--- src/rtl/i2s_rx.sv ---
// i2s_rx: I2S serial audio receiver. Oversamples the codec bit clock in the
// system clock domain and delivers one parallel word per channel slot.
//
// Ports
//   clk            system clock, all state updates on its rising edge
//   resetn         asynchronous active-low reset
//   i2s_bclk       codec bit clock (asynchronous to clk)
//   i2s_lrclk      codec word select, 0 = left slot, 1 = right slot
//   i2s_sdata      codec serial data, MSB first
//   i2s_data_out   last completed word, raw bits as received
//   i2s_data_valid one-clk pulse marking a new word on i2s_data_out
//   i2s_channel    slot of the word on i2s_data_out
//   frame_error    one-clk pulse marking a discarded short slot
//
// Requires f(clk) >= 4 x f(bclk). DATA_WIDTH must be at least 2.

`timescale 1ns/1ps

module i2s_rx #(
  parameter int unsigned DATA_WIDTH = 16
) (
  input  logic                  clk,
  input  logic                  resetn,
  input  logic                  i2s_bclk,
  input  logic                  i2s_lrclk,
  input  logic                  i2s_sdata,
  output logic [DATA_WIDTH-1:0] i2s_data_out,
  output logic                  i2s_data_valid,
  output logic                  i2s_channel,
  output logic                  frame_error
);

  localparam int unsigned      CNT_W    = $clog2(DATA_WIDTH + 1);
  localparam logic [CNT_W-1:0] LAST_CNT = CNT_W'(DATA_WIDTH - 1);

  typedef enum logic [1:0] {
    ST_IDLE  = 2'd0,
    ST_SHIFT = 2'd1,
    ST_WAIT  = 2'd2
  } state_t;

  // Synchronizer and edge-detect pipeline
  logic [1:0] bclk_sync;
  logic [1:0] lr_sync;
  logic [1:0] sd_sync;
  logic       bclk_s;
  logic       lr_s;
  logic       sd_s;
  logic       bclk_d;
  logic       ev_q;
  logic       ev_sd;
  logic       ev_lr;

  // Receiver state
  state_t                state;
  state_t                state_nxt;
  logic [DATA_WIDTH-2:0] shreg;
  logic [DATA_WIDTH-2:0] shreg_nxt;
  logic [CNT_W-1:0]      bit_cnt;
  logic [CNT_W-1:0]      bit_cnt_nxt;
  logic                  slot_ch;
  logic                  slot_ch_nxt;
  logic                  lr_prev;
  logic [DATA_WIDTH-1:0] data_nxt;
  logic                  valid_nxt;
  logic                  chan_nxt;
  logic                  ferr_nxt;

  logic                  boundary;
  logic                  last_bit;
  logic [DATA_WIDTH-1:0] word_c;

  assign bclk_s = bclk_sync[1];
  assign lr_s   = lr_sync[1];
  assign sd_s   = sd_sync[1];

  // Two-flop synchronizers, registered rising-edge detect of bclk_s.
  // The sampled data and word select travel with the event so that
  // later bclk transitions cannot skew what the FSM sees.
  always_ff @(posedge clk or negedge resetn) begin
    if (!resetn) begin
      bclk_sync <= 2'b00;
      lr_sync   <= 2'b00;
      sd_sync   <= 2'b00;
      bclk_d    <= 1'b0;
      ev_q      <= 1'b0;
      ev_sd     <= 1'b0;
      ev_lr     <= 1'b0;
    end else begin
      bclk_sync <= {bclk_sync[0], i2s_bclk};
      lr_sync   <= {lr_sync[0], i2s_lrclk};
      sd_sync   <= {sd_sync[0], i2s_sdata};
      bclk_d    <= bclk_s;
      ev_q      <= bclk_s & ~bclk_d;
      ev_sd     <= sd_s;
      ev_lr     <= lr_s;
    end
  end

  // A word-select change seen at a bit event marks a slot boundary; the bit
  // sampled there still belongs to the previous slot (one-bit I2S delay).
  assign boundary = ev_q && (ev_lr != lr_prev);
  assign last_bit = (bit_cnt == LAST_CNT);
  assign word_c   = {shreg, ev_sd};

  // State register
  always_ff @(posedge clk or negedge resetn) begin
    if (!resetn) begin
      state <= ST_IDLE;
    end else begin
      state <= state_nxt;
    end
  end

  // Next-state logic
  always_comb begin
    state_nxt = state;
    if (ev_q) begin
      case (state)
        ST_IDLE: begin
          if (boundary) state_nxt = ST_SHIFT;
        end
        ST_SHIFT: begin
          if (boundary)      state_nxt = ST_SHIFT;
          else if (last_bit) state_nxt = ST_WAIT;
        end
        ST_WAIT: begin
          if (boundary) state_nxt = ST_SHIFT;
        end
        default: state_nxt = ST_IDLE;
      endcase
    end
  end

  // Datapath and output next values
  always_comb begin
    shreg_nxt   = shreg;
    bit_cnt_nxt = bit_cnt;
    slot_ch_nxt = slot_ch;
    data_nxt    = i2s_data_out;
    chan_nxt    = i2s_channel;
    valid_nxt   = 1'b0;
    ferr_nxt    = 1'b0;
    if (boundary) begin
      // Close the slot that just ended, then start a new one
      if (state == ST_SHIFT) begin
        if (last_bit) begin
          data_nxt  = word_c;
          chan_nxt  = slot_ch;
          valid_nxt = 1'b1;
        end else begin
          ferr_nxt  = 1'b1;
        end
      end
      bit_cnt_nxt = '0;
      slot_ch_nxt = ev_lr;
    end else if (ev_q && (state == ST_SHIFT)) begin
      shreg_nxt   = word_c[DATA_WIDTH-2:0];
      bit_cnt_nxt = bit_cnt + CNT_W'(1);
      // Word complete inside a wide slot; remaining bits are padding
      if (last_bit) begin
        data_nxt  = word_c;
        chan_nxt  = slot_ch;
        valid_nxt = 1'b1;
      end
    end
  end

  // Datapath and output registers
  always_ff @(posedge clk or negedge resetn) begin
    if (!resetn) begin
      shreg          <= '0;
      bit_cnt        <= '0;
      slot_ch        <= 1'b0;
      lr_prev        <= 1'b0;
      i2s_data_out   <= '0;
      i2s_data_valid <= 1'b0;
      i2s_channel    <= 1'b0;
      frame_error    <= 1'b0;
    end else begin
      shreg          <= shreg_nxt;
      bit_cnt        <= bit_cnt_nxt;
      slot_ch        <= slot_ch_nxt;
      if (ev_q) lr_prev <= ev_lr;
      i2s_data_out   <= data_nxt;
      i2s_data_valid <= valid_nxt;
      i2s_channel    <= chan_nxt;
      frame_error    <= ferr_nxt;
    end
  end

endmodule

--- config.mk ---
export PLATFORM = sky130hd
export DESIGN_NAME = i2s_rx
export DESIGN_NICKNAME = d
export VERILOG_FILES = /design/src/rtl/i2s_rx.sv
export SDC_FILE = /design/constraint.sdc
export NUM_CORES = 1
export LEC_CHECK = 0
export CELL_PAD_IN_SITES_DETAIL_PLACEMENT = 0
export CELL_PAD_IN_SITES_GLOBAL_PLACEMENT = 2
export CORE_UTILIZATION = 36
export DETAILED_ROUTE_END_ITERATION = 16
export PLACE_DENSITY_LB_ADDON = 0.1
export SLEW_MARGIN = 10
export SYNTH_ARGS = -nofsm -noshare
export SYNTH_HDL_FRONTEND = slang
export SYNTH_SLANG_ARGS = --single-unit
--- constraint.sdc ---
create_clock -name clk -period 1.8 [get_ports clk]
set_input_delay 0.27 -clock clk [delete_from_list [all_inputs] [get_ports clk]]
set_output_delay 0.27 -clock clk [all_outputs]
set_load 0.05 [all_outputs]
# After elaboration in Yosys (flattened, before gate mapping)
# Cells that the tools add are included.
[totals]
register_bits = 53
out_inout_bits = 19
wordCells = 56
[op_classes]
add_sub_neg = 1
n_eq_ne = 7
muxes = 21
bitwise_logic = 3
reduce_logical = 8
[op_table]
columns = ["cell", "n"]
rows = [
  ["$mux W16", 4],
  ["$mux W1", 11],
  ["$mux W5", 2],
  ["$mux W2", 3],
  ["$add A5 B1 Y5 const B", 1],
  ["$eq A5 B4 Y1 const B", 1],
  ["$ne A2 B1 Y1 const B", 2],
  ["$pmux W2 S2", 1],
  ["$reduce_and A2 Y1", 2],
  ["$ne A3 B3 Y1 const B", 1],
  ["$reduce_and A3 Y1", 1],
  ["$eq A2 B1 Y1 const B", 1],
  ["$eq A2 B2 Y1 const B", 1],
  ["$logic_and A1 B1 Y1", 2],
  ["$logic_not A2 Y1", 1],
  ["$not A1 Y1", 2],
  ["$reduce_bool A2 Y1", 1],
  ["$reduce_or A2 Y1", 1],
  ["$and A1 B1 Y1", 1],
  ["$ne A1 B1 Y1", 1],
]

# Depth between registers and ports, before layout
# Gate-level depths: netlist (run 1).
[depth]
depth_word = 4
mapped_depth = 6
ltp_nobuf = 5

# Least setup slack after synthesis (run 1)
# Ideal clock, no wire load.
[synth_timing]
kind = "register to register"
from = "reg bit_cnt[0]"
to = "reg i2s_data_out[1]"
t_arrival_ns = 1.634
required_time_ns = 1.675
slack_ns = 0.041
path_stages_with_launch = 7
synth_period_minus_slack_ns = 1.759
path_cell_list = "dfrtp_1 ha_1 and3_1 ha_1 nand3_4 buf_4 mux2_2"
[synth_via]
elab_chain_len = 4
elab_cells_between_ends = 5
classes_between = "eq/ne (1); mux (4)"
[synth_lines]
columns = ["element", "line", "text"]
rows = [
  ["start, declared", "59", "logic [CNT_W-1:0] bit_cnt;"],
  ["start signal, assigned", "182", "bit_cnt <= bit_cnt_nxt;"],
  ["$eq A5 B4 Y1 (*)", "103", "assign last_bit = (bit_cnt == LAST_CNT);"],
  ["$mux W16 (*)", "n/a", ""],
  ["$mux W16 (on tied branches)", "n/a", ""],
  ["$mux W16 (*)", "n/a", ""],
  ["end signal, assigned", "185", "i2s_data_out <= data_nxt;"],
  ["end, declared", "27", "output logic [DATA_WIDTH-1:0] i2s_data_out,"],
]
# Every way passes the cells marked *; elsewhere a longest branch is shown, timed or not. The select of a mux whose other input is x is not followed.
# A chain may end at the register's enable or synchronous reset.

# Final worst setup path (run 1)
[layout_timing]
from = "reg i2s_channel"
to = "out i2s_channel"
[layout_rtl]
columns = ["element", "line", "text"]
rows = [
  ["start, declared", "29", "output logic i2s_channel,"],
  ["start signal, assigned", "187", "i2s_channel <= chan_nxt;"],
]
# No word-level cell between the ends.

==> run metrics, run 1 <==
total number of vias=1099; antenna cells=0; Final Instance Area=~2500 um2; synthesized cell area=approximately 2000 um2; largest net degree at the start of global routing=54; clock sink total=53; Sw Share=25.2%; CTS tree=built; nature of the critical path endpoint=output port; FF-to-FF setup slack=around 0.08 ns; power share of the combinational group=12.6%; Final min period=1.76 ns; Starting Density=37.3%; Area after DPL=2390 um2; fin. max-slew vios=0; NetSw=~600 uW; power per cell area=~940 nW/um2; Worst-Margin Slew=0.515 ns; cells after synthesis=124; clock network power share=between 20% and 30%; maximum clock frequency=between 500 and 600 MHz; Mapped Avg Cell Area=16.5 um2; Final Skew=0.00776 ns; Post-Route WL=approximately 3500 um; Max clock buf depth=2; Worst path depth=1; DP Cell Count=220; Via density=4.78; Ports=24; max_cap viols=0; leakage power=0.00123 uW; Setup Buffers After CTS=0; worst path buffer plus inverter count=1; Post-route DRC=0; register area=1330 um2; Cell Rows=27; fin cells=between 200 and 250; post-DR wirelength/cell=15.0 um; PortBufs=23; Area growth syn-to-layout=23.5%; FILL cells=503; Hold WC Path Type=flip-flop to flip-flop; final net count=164; critical path type=flip-flop to output port; post-DP HPWL=2090 um; final hold violation count=0; Int Power=1780 uW; Final period util=98.0%; Top delay family on crit path=buffers and inverters; commonest non-fill, non-tap cell in the layout=dfrtp_1; Crit. Startpoint=i2s_channel$_DFFE_PN0P_; first-pass GRT wire length=5760 um; layout cells sized above 1=32.3%; Yosys cell types=24; outcome=finished clean; CP Data Required Time=1.53 ns; Synth Register Bits=53; sequential share of the synthesized area=64.9%; worst vdd ir=~0.43 mV; Chip Width=about 77 um; FF-to-FF Start=bit_cnt[0]$_DFFE_PN0P_; Syn. warnings=0; antenna violations before repair=0; total gr overflow=0; CP endpoint=i2s_channel; cells on worst reg2reg path=5; Die ar.=5980 um2; cell at the slowest stage of the critical path=clkdlybuf4s50_1; CTS buffer count=5; post-place setup slack=-0.0212 ns; TritonRoute pass-1 iters=3; Net Count, Synth=131; RSZ-0062 raised after global routing=false; CP max FO=2; crit path launch type=flip-flop; clock slew at reported path FFs=0.09 ns; most frequent cells in the layout=dfrtp_1, clkdlybuf4s50_1, mux2_2, mux2_4; Core ar.=~5500 um2; worst endpoint data arrival time=1.49 ns; htree depth=2; drt initial violations=39; vias in the first global route=between 1000 and 1500; Multi-input gate area=701 um2; Seq pwr share=59.3%; Total GRT Usage=about an eighth; Max-slew headroom=65.6%; reg2reg end=i2s_data_out[15]$_DFFE_PN0P_; final setup violation count=0; TNS Setup=0 ns; Root Driver=clkbuf_8; Final WS setup=between 0.03 and 0.04 ns; CP peak stage delay=0.81 ns; Final ANT Viol Nets=0; crit-path cells=clkdlybuf4s50_1; Total Power=2380 uW; final RePlAce weighted congestion=around 0.75; Die H=77.3 um; Clock Latency Late Sink=~0.30 ns
[stage by stage]
stage | hold WS [ns] | utilization (%)
floorplan | -0.0256 | -
global placement | 0.281 | 43.6
detailed placement | 0.285 | 43.6
CTS | 0.361 | 45.5
global route | 0.379 | 46.1
finish | 0.357 | 46.1
[state kept, by name, summed over array words and instances (netlist names)]
name / count
i2s_data_out: 16
shreg: 15
bit_cnt: 5
bclk_sync: 2
lr_sync: 2
sd_sync: 2
state: 2
bclk_d: 1
ev_lr: 1
ev_q: 1
ev_sd: 1
frame_error: 1
i2s_channel: 1
i2s_data_valid: 1
lr_prev: 1
slot_ch: 1
[cell families after synthesis]
| group | count (synthesis) | synth area share [%] |
|---|---|---|
| AOI/OAI and AO/OA | 14 | 4.47 |
| xor gates and xnor gates | 3 | 1.65 |
| adders and majority gates | 2 | 1.22 |
| buffers and inverters | 7 | 2.27 |
| DFF | 53 | 64.9 |
| muxes | 34 | 21.5 |
| and+or+nand+nor | 11 | 3.98 |
[routing by layer]
layer  GRT usage [%]  share of wire (%)
met1            14.8                 46
met2            20.3                 49
met3            3.88                3.4
met4            5.85                1.9
met5               0                  0
[area by class of cell]
cell class,instances,share of cell area (%)
flip-flops and latches,53,52.6
multi-input cells,65,27.8
repair buffers,29,12.1
well taps,72,3.57
clock buffers,5,2.73
clock inverters,3,0.843
inverters,3,0.446
[cell usage after synthesis]
library cell / count / area [um2]
a22o_1: 5 / 43.8
nor3_1: 2 / 10.0
and3_1: 1 / 6.26
mux2_1: 2 / 22.5
dfrtp_1: 53 / 1330
a21oi_1: 3 / 15.0
inv_1: 3 / 11.3
xnor2_1: 2 / 17.5
nand3_1: 1 / 5.00
o21ai_0: 5 / 25.0
nor2b_1: 2 / 12.5
nand3b_1: 1 / 7.51
xor2_2: 1 / 16.3
nand3_4: 1 / 17.5
buf_6: 2 / 22.5
nor2_2: 1 / 6.26
ha_1: 2 / 25.0
mux2_4: 15 / 225
mux2_2: 17 / 191
and2b_1: 1 / 7.51
and3b_1: 1 / 8.76
a21o_1: 1 / 7.51
buf_2: 1 / 5.00
buf_4: 1 / 7.51
[power by group through the flow]
stage	Clock, uW	Combinational [uW]	Sequential [uW]
2_1_floorplan	0	220	1410
3_3_place_gp	0	288	1430
3_5_place_dp	0	299	1430
4_1_cts	702	304	1410
5_1_grt	755	328	1430
6_report	667	300	1410
[worst min path at each step]
| stage | from | slack (ns) | cells after the start | to |
|---|---|---|---|---|
| 2_1_floorplan | resetn | -0.03 | 0 | bclk_d$_DFF_PN0_ |
| 3_3_place_gp | resetn | 0.28 | 2 | bit_cnt[4]$_DFFE_PN0P_ |
| 3_5_place_dp | resetn | 0.28 | 2 | bit_cnt[4]$_DFFE_PN0P_ |
| 4_1_cts | bclk_sync[0]$_DFF_PN0_ | 0.36 | 0 | bclk_sync[1]$_DFF_PN0_ |
| 5_1_grt | sd_sync[1]$_DFF_PN0_ | 0.38 | 0 | ev_sd$_DFF_PN0_ |
| 6_report | lr_sync[1]$_DFF_PN0_ | 0.36 | 0 | ev_lr$_DFF_PN0_ |
[repair_timing]
action	in CTS	in global routing
pin swaps	1	1
gates resized for setup	1	5
setup endpoints to repair	17	20
hold endpoints to repair	53	0
hold buffers	1	0
cloned	0	1
Power figures use the tool's default switching activity.
==> run 2, diff against run 1 <==
--- a/config.mk
+++ b/config.mk
@@ -7,6 +7,7 @@
 export LEC_CHECK = 0
 export CELL_PAD_IN_SITES_DETAIL_PLACEMENT = 0
 export CELL_PAD_IN_SITES_GLOBAL_PLACEMENT = 2
+export CORE_MARGIN = 2
 export CORE_UTILIZATION = 36
 export DETAILED_ROUTE_END_ITERATION = 16
 export PLACE_DENSITY_LB_ADDON = 0.1
==> run 2 against run 1 <==
  * Sequential power hardly changed
  * Core utilization is 0.65 points lower
  * Total power is 0.56% lower
  * Highest routed layer unchanged
  * Final cell count is 0.43% higher
  * Design area is 0.79% lower
  * Largest cell class unchanged
  * Clock skew is 0.0036 ns lower
  * Die area is 5.2% higher
==> run metrics, run 2 (synthesized netlist as in run 1, its figures left out) <==
outcome=finished clean; Final period util=96.4% (-1.6 points); GRT met1 Usage=15.2% (+0.39 points); final net count=165 (+0.61%); drt initial violations=48 (+23%); nature of the critical path endpoint=output port; Chip Width=79.3 um (+2.6%); vias in the first global route=1075 (-13%); Ports=24 (unchanged); CP max FO=2 (unchanged); htree depth=2 (unchanged); met3 Usage GRT=3.52% (-0.36 points); final setup violation count=0 (unchanged); worst vdd ir=0.383 mV (-11%); Die H=79.3 um (+2.6%); Final min period=1.74 ns (-0.0290 ns); Post-route DRC=0 (unchanged); Root Driver=clkbuf_8; CP Data Required Time=1.53 ns (about the same); final hold violation count=0 (unchanged); CTS buffer count=5 (unchanged); Final ANT Viol Nets=0 (unchanged); Clock Latency Late Sink=0.30 ns (about the same); Worst-Margin Slew=0.504 ns (-0.0108 ns); post-DR wirelength/cell=14.2 um (-5.6%); total gr overflow=0 (unchanged); layout cells sized above 1=33.3% (+1.1 points); M2 GR Usage=16.4% (-3.8 points); antenna violations before repair=0 (unchanged); PortBufs=23 (unchanged); TritonRoute pass-1 iters=4 (+1); Hold WC Path Type=flip-flop to flip-flop; antenna cells=0 (unchanged); Final Skew=0.00411 ns (-0.00365 ns); Max-slew headroom=66.3% (+0.72 points); worst path buffer plus inverter count=1 (unchanged); Top Usage Layer GRT=met2; FILL cells=491 (-2.4%); crit-path cells=clkdlybuf4s50_1; Die ar.=6290 um2 (+5.2%); largest net degree at the start of global routing=22 (-59%); post-DP HPWL=2090 um (+0.17%); clock slew at reported path FFs=0.09 ns (about the same); CTS tree=built; Total GRT Usage=11.1% (-1.2 points); Area growth syn-to-layout=22.5%; Starting Density=37.1% (-0.23 points); most flop-heavy register=i2s_data_out; Cell Rows=27 (unchanged); cell at the slowest stage of the critical path=clkdlybuf4s50_1; maximum clock frequency=576 MHz (+1.7%); critical path type=flip-flop to output port; TNS Setup=0 ns (unchanged); total number of vias=1091 (-0.73%); first-pass GRT wire length=5310 um (-7.8%); crit path launch type=flip-flop; post-place setup slack=0.00412 ns (+0.0253 ns); Via density=4.72 (-1.2%); fin. max-slew vios=0 (unchanged); clock sink total=53 (unchanged); Largest regs=i2s_data_out x16, shreg x15, bit_cnt x5; Post-Route WL=3270 um (-5.2%); final RePlAce weighted congestion=0.709 (-4.8%); Core ar.=5510 um2 (+0.62%); Max clock buf depth=2 (unchanged); max_cap viols=0 (unchanged); commonest non-fill, non-tap cell in the layout=dfrtp_1; power per cell area=945 nW/um2 (+0.24%); worst endpoint data arrival time=1.47 ns (-0.02 ns); most frequent cells in the layout=dfrtp_1, clkdlybuf4s50_1, mux2_2, mux2_4, buf_4; leakage power=0.00121 uW (-1.5%); CP peak stage delay=0.81 ns (about the same); max reg flops=16 (unchanged); Final WS setup=0.0647 ns (+0.0290 ns); Top delay family on crit path=buffers and inverters
-- run 2: path summary, 6_finish.rpt --
| check | slack, ns | endpoint | depth (start not counted) | start |
|---|---|---|---|---|
| max | 0.06 | i2s_data_out[7] | 1 | i2s_data_out[7]$_DFFE_PN0P_ |
| min reg2reg | 0.36 | bclk_sync[1]$_DFF_PN0_ | 0 | bclk_sync[0]$_DFF_PN0_ |
| min | 0.36 | bclk_sync[1]$_DFF_PN0_ | 0 | bclk_sync[0]$_DFF_PN0_ |
| min in group asynchronous | 0.44 | ev_q$_DFF_PN0_ | 2 | resetn |
| max reg2reg | 0.09 | i2s_data_out[5]$_DFFE_PN0P_ | 5 | bit_cnt[0]$_DFFE_PN0P_ |
| max in group asynchronous | 0.76 | i2s_data_out[2]$_DFFE_PN0P_ | 3 | resetn |
-- run 2: what timing repair did --
item,4_1_cts,5_1_grt
endpoints found under the setup margin,16,19
gates resized for setup,0,4
hold endpoints to repair,19,0
pin swaps,1,1
cloned,0,1
setup buffers,0,0
hold buffers,1,0
-- run 2: cell type report --
cell class              count  area (um2)  share of cell area (%)
clock buffers               5        68.8                    2.75
clock inverters             3        21.3                   0.850
inverters                   3        11.3                   0.450
multi-input cells          65         691                    27.6
flip-flops and latches     53        1330                    53.0
well taps                  72        90.1                    3.60
repair buffers             30         295                    11.8
-- run 2: through the flow --
stage | hold slack, ns | power [uW] | area (um2) | std cells | util [%]
floorplan | -0.0256 | 1630 | 2040 | 124 | -
global placement | 0.245 | 1720 | 2380 | 221 | 43.2
detailed placement | 0.258 | 1730 | 2380 | 221 | 43.2
CTS | 0.359 | 2410 | 2480 | 230 | 45.0
global route | 0.372 | 2500 | 2500 | 231 | 45.5
finish | 0.356 | 2370 | 2500 | 231 | 45.5
-- run 2: per-layer routing --
layer	vias to the layer above	share of wire (%)
met5	-	0
met4	0	1.7
met3	7	4.4
met2	25	44
met1	554	50
li1	505	-
-- run 2: report_power, final --
group	switching (uW)	leakage, uW	internal (uW)
clock	389	0.0000445	277
combinational	104	0.000473	187
sequential	97.5	0.000694	1310
total	590	0.00121	1780
